<file path="src/rtl/flash_bitstream_reader_pkg.sv">
// Shared definitions for the flash bitstream reader: FSM states, the flash READ
// opcode and the CRC-32 constants used by the optional CRC sub-module.
package flash_bitstream_reader_pkg;

  typedef enum logic [2:0] {
    ST_IDLE,
    ST_ARMED,
    ST_CMD,
    ST_DATA,
    ST_FINISH
  } state_t;

  localparam logic [7:0]  FLASH_READ_OPCODE = 8'h03;
  localparam logic [4:0]  CMD_LAST_BIT      = 5'd31;
  localparam logic [31:0] CRC32_POLY        = 32'h04C11DB7;
  localparam logic [31:0] CRC32_INIT        = 32'hFFFFFFFF;

  // One MSB-first, non-reflected CRC-32 step for a single input bit.
  function automatic logic [31:0] crc32_step(input logic [31:0] crc, input logic bit_in);
    return {crc[30:0], 1'b0} ^ ((crc[31] ^ bit_in) ? CRC32_POLY : 32'h0);
  endfunction

endpackage

</file>
<file path="src/rtl/flash_bitstream_reader_crc32.sv">
// Bit-serial CRC-32 accumulator; clear restarts it from the init value.
module bitstream_crc32
  import flash_bitstream_reader_pkg::*;
(
  input  logic        clk,
  input  logic        reset,
  input  logic        clear,
  input  logic        bit_en,
  input  logic        bit_in,
  output logic [31:0] crc
);

  logic [31:0] r_crc;

  always_ff @(posedge clk) begin
    if (reset || clear) begin
      r_crc <= CRC32_INIT;
    end else if (bit_en) begin
      r_crc <= crc32_step(r_crc, bit_in);
    end
  end

  assign crc = r_crc;

endmodule

</file>
<file path="src/rtl/flash_bitstream_reader.sv">
// Streams a channel bitstream out of SPI flash with a READ (0x03) command.
// Define BITSTREAM_CRC_EN to add a running CRC-32 over the streamed data bits.
module flash_bitstream_reader
  import flash_bitstream_reader_pkg::*;
#(
  parameter logic [23:0] START_ADDR     = 24'hCE0000,
  parameter logic [31:0] BITSTREAM_BITS = 32'd31_470_496
) (
  input  logic        clk,
  input  logic        reset,
  input  logic        prog_chan_in_progress,
  input  logic        store_flash_command,
  input  logic        read_bitstream,
  output logic        bitstream,
  output logic        end_bitstream,
  output logic        spi_cs_n,
  output logic        spi_sck,
  output logic        spi_mosi,
  input  logic        spi_miso,
  output logic [31:0] crc_out,
  output logic        crc_valid
);

  state_t      r_state;
  state_t      w_state_next;
  logic [31:0] r_shift;
  logic [31:0] r_bit_cnt;
  logic [4:0]  r_cmd_cnt;
  logic        r_cs_n;
  logic        r_sck_en;
  logic        r_mosi;
  logic        r_bitstream;
  logic        r_end;
  logic        w_keep;
  logic        w_load;
  logic        w_sample;
  logic        w_last;
  logic        w_spi_active;

  assign w_keep = prog_chan_in_progress && read_bitstream;

  always_comb begin
    w_state_next = r_state;
    case (r_state)
      ST_IDLE: begin
        if (store_flash_command && prog_chan_in_progress) w_state_next = ST_ARMED;
      end
      ST_ARMED: begin
        if (!prog_chan_in_progress) w_state_next = ST_IDLE;
        else if (read_bitstream)    w_state_next = ST_CMD;
      end
      ST_CMD: begin
        if (!w_keep)                          w_state_next = ST_IDLE;
        else if (r_cmd_cnt == CMD_LAST_BIT)   w_state_next = ST_DATA;
      end
      // DATA lingers one cycle after the final sample so the last bit and its
      // end pulse are presented while chip select is still low.
      ST_DATA: begin
        if (!w_keep)     w_state_next = ST_IDLE;
        else if (r_end)  w_state_next = ST_FINISH;
      end
      ST_FINISH: begin
        if (!w_keep) w_state_next = ST_IDLE;
      end
      default: w_state_next = ST_IDLE;
    endcase
  end

  assign w_load       = (r_state == ST_IDLE) && store_flash_command && prog_chan_in_progress;
  assign w_sample     = (r_state == ST_DATA) && (w_state_next == ST_DATA);
  assign w_last       = w_sample && (r_bit_cnt == BITSTREAM_BITS - 32'd1);
  assign w_spi_active = (w_state_next == ST_CMD) || (w_state_next == ST_DATA);

  always_ff @(posedge clk) begin
    if (reset) r_state <= ST_IDLE;
    else       r_state <= w_state_next;
  end

  always_ff @(posedge clk) begin
    if (reset) begin
      r_shift     <= 32'h0;
      r_cmd_cnt   <= 5'd0;
      r_bit_cnt   <= 32'd0;
      r_cs_n      <= 1'b1;
      r_sck_en    <= 1'b0;
      r_mosi      <= 1'b0;
      r_bitstream <= 1'b1;
      r_end       <= 1'b0;
    end else begin
      r_cs_n   <= ~w_spi_active;
      r_sck_en <= w_spi_active;
      r_end    <= w_last;

      if (w_load) begin
        r_shift <= {FLASH_READ_OPCODE, START_ADDR};
      end else if (w_state_next == ST_CMD) begin
        r_shift <= {r_shift[30:0], 1'b0};
      end
      r_mosi <= (w_state_next == ST_CMD) ? r_shift[31] : 1'b0;

      if ((r_state == ST_CMD) && (w_state_next == ST_CMD)) r_cmd_cnt <= r_cmd_cnt + 5'd1;
      else                                                 r_cmd_cnt <= 5'd0;

      r_bit_cnt <= w_sample ? r_bit_cnt + 32'd1 : 32'd0;

      if (w_sample)                      r_bitstream <= spi_miso;
      else if (w_state_next != ST_DATA)  r_bitstream <= 1'b1;
    end
  end

  assign bitstream     = r_bitstream;
  assign end_bitstream = r_end;
  assign spi_cs_n      = r_cs_n;
  assign spi_mosi      = r_mosi;
  assign spi_sck       = r_sck_en & ~clk;

`ifdef BITSTREAM_CRC_EN
  logic r_crc_valid;

  bitstream_crc32 u_crc (
    .clk    (clk),
    .reset  (reset),
    .clear  (w_load),
    .bit_en (w_sample),
    .bit_in (spi_miso),
    .crc    (crc_out)
  );

  always_ff @(posedge clk) begin
    if (reset || w_load) r_crc_valid <= 1'b0;
    else if (w_last)     r_crc_valid <= 1'b1;
  end

  assign crc_valid = r_crc_valid;
`else
  assign crc_out   = 32'h0;
  assign crc_valid = 1'b0;
`endif

endmodule

</file>
<file path="config.mk">
export PLATFORM = sky130hd
export DESIGN_NAME = flash_bitstream_reader
export DESIGN_NICKNAME = d
export VERILOG_FILES = /design/src/rtl/flash_bitstream_reader_pkg.sv /design/src/rtl/flash_bitstream_reader_crc32.sv /design/src/rtl/flash_bitstream_reader.sv
export SDC_FILE = /design/constraint.sdc
export NUM_CORES = 1
export LEC_CHECK = 0
export BUFFER_PORTS_ARGS = -buffer_cell sky130_fd_sc_hd__buf_2
export CAP_MARGIN = 20
export CORE_ASPECT_RATIO = 0.5
export CORE_UTILIZATION = 56
export DETAILED_ROUTE_END_ITERATION = 16
export PLACE_DENSITY = 0.78
export SLEW_MARGIN = 25
export SYNTH_ARGS = -nofsm -noshare
export SYNTH_HDL_FRONTEND = slang
export SYNTH_SLANG_ARGS = --single-unit
</file>
<file path="constraint.sdc">
create_clock -name clk -period 2.5 [get_ports clk]
set_input_delay 0.5 -clock clk [delete_from_list [all_inputs] [get_ports clk]]
set_output_delay 0.5 -clock clk [all_outputs]
set_load 0.005 [all_outputs]
</file>
### Word level (Yosys, flattened, before mapping)

Cells that the tools add are included.

* add/subtract/negate cells: 2
* muxes and demuxes: 13
* equal/unequal tests: 9
* order comparisons: 0
* multiply operators: 0
* divide/modulo/power cells: 0
* bitwise gates (word level): 6
* reduce and logical (&&, ||, !) cells: 15
* shifts and indexed selects: 0

Operator list (number)
* $mux W26: 2
* $add A32 B1 Y32 const B: 1
* $eq A32 B25 Y1 const B: 1
* $mux W3: 8
* $pmux W3 S5: 1
* $eq A3 B2 Y1 const B: 4
* $reduce_or A2 Y1: 4
* $logic_and A1 B1 Y1: 7
* $add A5 B1 Y5 const B: 1
* $eq A5 B5 Y1 const B: 1
* $not A1 Y1: 5
* $reduce_bool A2 Y1: 2
* $eq A3 B1 Y1 const B: 1
* $eq A3 B3 Y1 const B: 1
* $logic_not A3 Y1: 1
* $ne A3 B2 Y1 const B: 1
* $mux W1: 2
* $and A1 B1 Y1: 1
* $logic_or A1 B1 Y1: 1

* logic and storage cells: 55
* bits in read-only memories: 0
* bits in registers: 60
* input bits: 6
* memory bits (writable): 0
* memories kept: 0
* latch bits: 0

### Depth between registers and ports, before layout

* depth after elaboration: 8
* depth in mapped cells: 8
* depth with buffers taken out: 7

==> out/metrics.cfg <==
[yosys]
syn-cell-area_sq_mm = 0.00295
synth_xor_xnor_area_share_pct = 4.16
synth_edf_count = 0
synth.area.mux_share_pct = 3.10
synth_top_family_by_area = simple AND/OR/NAND/NOR gates
synth_compound_area_share_pct = 11.6
synth_area_per_cell_sq_um = 8.79
yosys_register_bits = 60
synth_top_cell_by_area = dfxtp_1
ys_warn_count = 0
synth_area_leaders = dfxtp_1 (41%), buf_4 (8.7%), a21oi_1 (4.2%)
yosys.area_share.simple_pct = 26.3
synthFlopType = dfxtp_1
yosysTopAreaCellShare_pct = 40.8
synth_cell_types = 47
ys_seq_area_share_pct = 40.8
ys_async_sr_fraction_pct = 0
postSynthCellCount = 335
synthAdderAreaFrac_pct = 1.27

[cts]
cts_tree = yes
clk_pin_slew_ns = 0.07
cts_resized = 0
postCtsHoldBufs = 0
clkLatencyLatePin_ns = 0.44
post-cts-setup-buffers = 0

[status]
outcome = finished clean

[timing]
final.min_clock_period_ns = 2.30
setup_viol = 0
max_slew_margin_pct = 51.5
clock_skew_ns = 0.00782
final_hold_viol_count = 0
period_share_pct = 92.1
slew_violations = 0
rsz0062_at_grt = false
tns_ns = 0
fmax_mhz = 434
tightest_slew_ns = 0.727

[floorplan]
die_x_um = 105
fp-row-count = 18
io_pins = 44
fp.dieH_um = 53.3
start_util_pct = 58.9
dieArea_sq_mm = 0.00557
core_area_sq_mm = 0.00500

[route]
via_per_inst = 5.46
drc_errors = 0
drt_wl_total_mm = 5.14
dr_total_vias = 2300
drt_first_pass_iters = 4
initialDrtViolationCount = 104
routedWlPerCell_um = 12.2
ant_nets = 0

[worst_setup_path]
reg2reg_from = r_bit_cnt[0]$_SDFF_PP0_
crit_path_end = r_bit_cnt[26]$_SDFF_PP0_
path_class = reg -> reg
cp.required_ns = 2.86
worstPathMaxFanout = 16
startpoint_type = register
cp_slowest_cell = or4_4
crit_arrival_ns = 2.66
startpoint = r_bit_cnt[0]$_SDFF_PP0_
rrSetupSlack_ns = 0.20
end_kind = register
cp_slowest_stage_delay_ns = 0.68
crit_chain = ha_1 -> nand4_2 -> or4_4 -> or4_1 -> a21oi_1
rr_worst_depth = 5
r2r_end = r_bit_cnt[26]$_SDFF_PP0_

[cells_and_area]
fill_cells = 394
drive_above_1_share_pct = 11.4
area_delta_synth_final_pct = 5.86
antenna_cells = 0
stdcell_count = 421
nets = 355
utilization_pct = 62.4
final_area_sq_mm = 0.00312

[pwr]
power_density_mw_per_mm2 = 630
leakage_nw = 1.07
irDropWorstVdd_mv = 0.290

[placement]
io_buffers = 10
dp_cells = 402
place_hpwl_mm = 3.55
gp_congestion = 0.825
dpl_cell_area_sq_mm = 0.00289

[run]
drv_cap = 0

[global_routing]
grt_max_degree = 18
overflow = 0
grt_pass1_wl_mm = 8.90
grt_usage_pct = 21.2
antenna_found_initial = 0
grt_pass1_vias = 2064

[worst_hold_path]
hold_path_class = in -> reg

## cells by family after synthesis
kind of cell | count (synthesis)
and+or+nand+nor | 134
buffers and inverters | 57
AOI/OAI and AO/OA | 57
xor gates and xnor gates | 14
DFF | 60
muxes | 9
other | 1
adders and majority gates | 3
## stage by stage
stage | hold WS, ns | power [mW] | setup WS, ns
4_1_cts | 0.337 | 1.99 | 0.212
3_3_place_gp | 0.430 | 1.05 | 0.312
3_5_place_dp | 0.439 | 1.06 | 0.251
5_1_grt | 0.342 | 2.05 | 0.0450
2_1_floorplan | 0.418 | 1.08 | 0.462
6_report | 0.355 | 1.96 | 0.198
## layout by cell type, fill, tap and decap left out, types with 7 or more instances in the layout
cell      instances
dfxtp_1          60
conb_1           33
a21oi_1          25
nor2_1           23
nand2_1          21
clkbuf_8         15
nand3_1          12
nor4_1           12
or3_1            11
or4_1            11
o21ai_0          11
nand4_1          10
xnor2_1          10
buf_2            10
nor3_1            9
o31ai_1           8
inv_1             8
mux2i_1           8
and3_1            7
## power by group
| part | internal, mW | switching, mW |
|---|---|---|
| Sequential | 0.967 | 0.00773 |
| Combinational | 0.0205 | 0.0418 |
| Clock | 0.541 | 0.386 |
## cell type report
class                   count  area [sq um]  area share [%]
inverters                   8          30.0           0.963
clock buffers              17           215            6.90
clock inverters             3          20.0           0.642
repair buffers             13          75.1            2.41
well taps                  70          87.6            2.81
flip-flops and latches     60          1200            38.5
multi-input cells         250          1490            47.8
## Yosys cell counts, types with 10 or more instances
cell type	instances
dfxtp_1	60
buf_4	34
a21oi_1	25
nor2_1	23
nand2_1	21
nand3_1	12
nor4_1	12
o21ai_0	11
or3_1	11
or4_1	11
nand4_1	10
xnor2_1	10
## worst min path at each step
stage / start / endpoint / slack (ns) / cells after the start
CTS: read_bitstream / r_state[2]$_SDFF_PP0_ / 0.34 / 3
detailed placement: r_cmd_cnt[0]$_SDFF_PP0_ / r_cmd_cnt[0]$_SDFF_PP0_ / 0.44 / 1
global route: spi_miso / bitstream$_SDFFE_PP1P_ / 0.34 / 3
finish: read_bitstream / r_state[2]$_SDFF_PP0_ / 0.35 / 3
global placement: r_cmd_cnt[0]$_SDFF_PP0_ / r_cmd_cnt[0]$_SDFF_PP0_ / 0.43 / 1
floorplan: r_cmd_cnt[0]$_SDFF_PP0_ / r_cmd_cnt[0]$_SDFF_PP0_ / 0.42 / 1
## flip-flops by register name, summed over array words and instances (netlist names)
register	count
spi_mosi	1
r_state	3
r_cmd_cnt	5
r_sck_en	1
r_shift	15
spi_cs_n	1
r_bit_cnt	32
bitstream	1
end_bitstream	1
## routing by layer
layer | part of all wire [%] | track usage (%) | routed length [um]
met2 | 46 | 34.0 | 2360
met5 | 0 | 0 | 0
met4 | 1.3 | 13.3 | 68
met3 | 5.5 | 7.76 | 282
met1 | 47 | 24.7 | 2430
## worst max-delay path: cells and delay by family, from the launching register on
kind | cells | cell delay (ns)
compound gates | 1 | 0.15
flops | 1 | 0.41
fa+ha+maj | 1 | 0.25
simple gates | 3 | 1.40
Power figures use the tool's default switching activity.
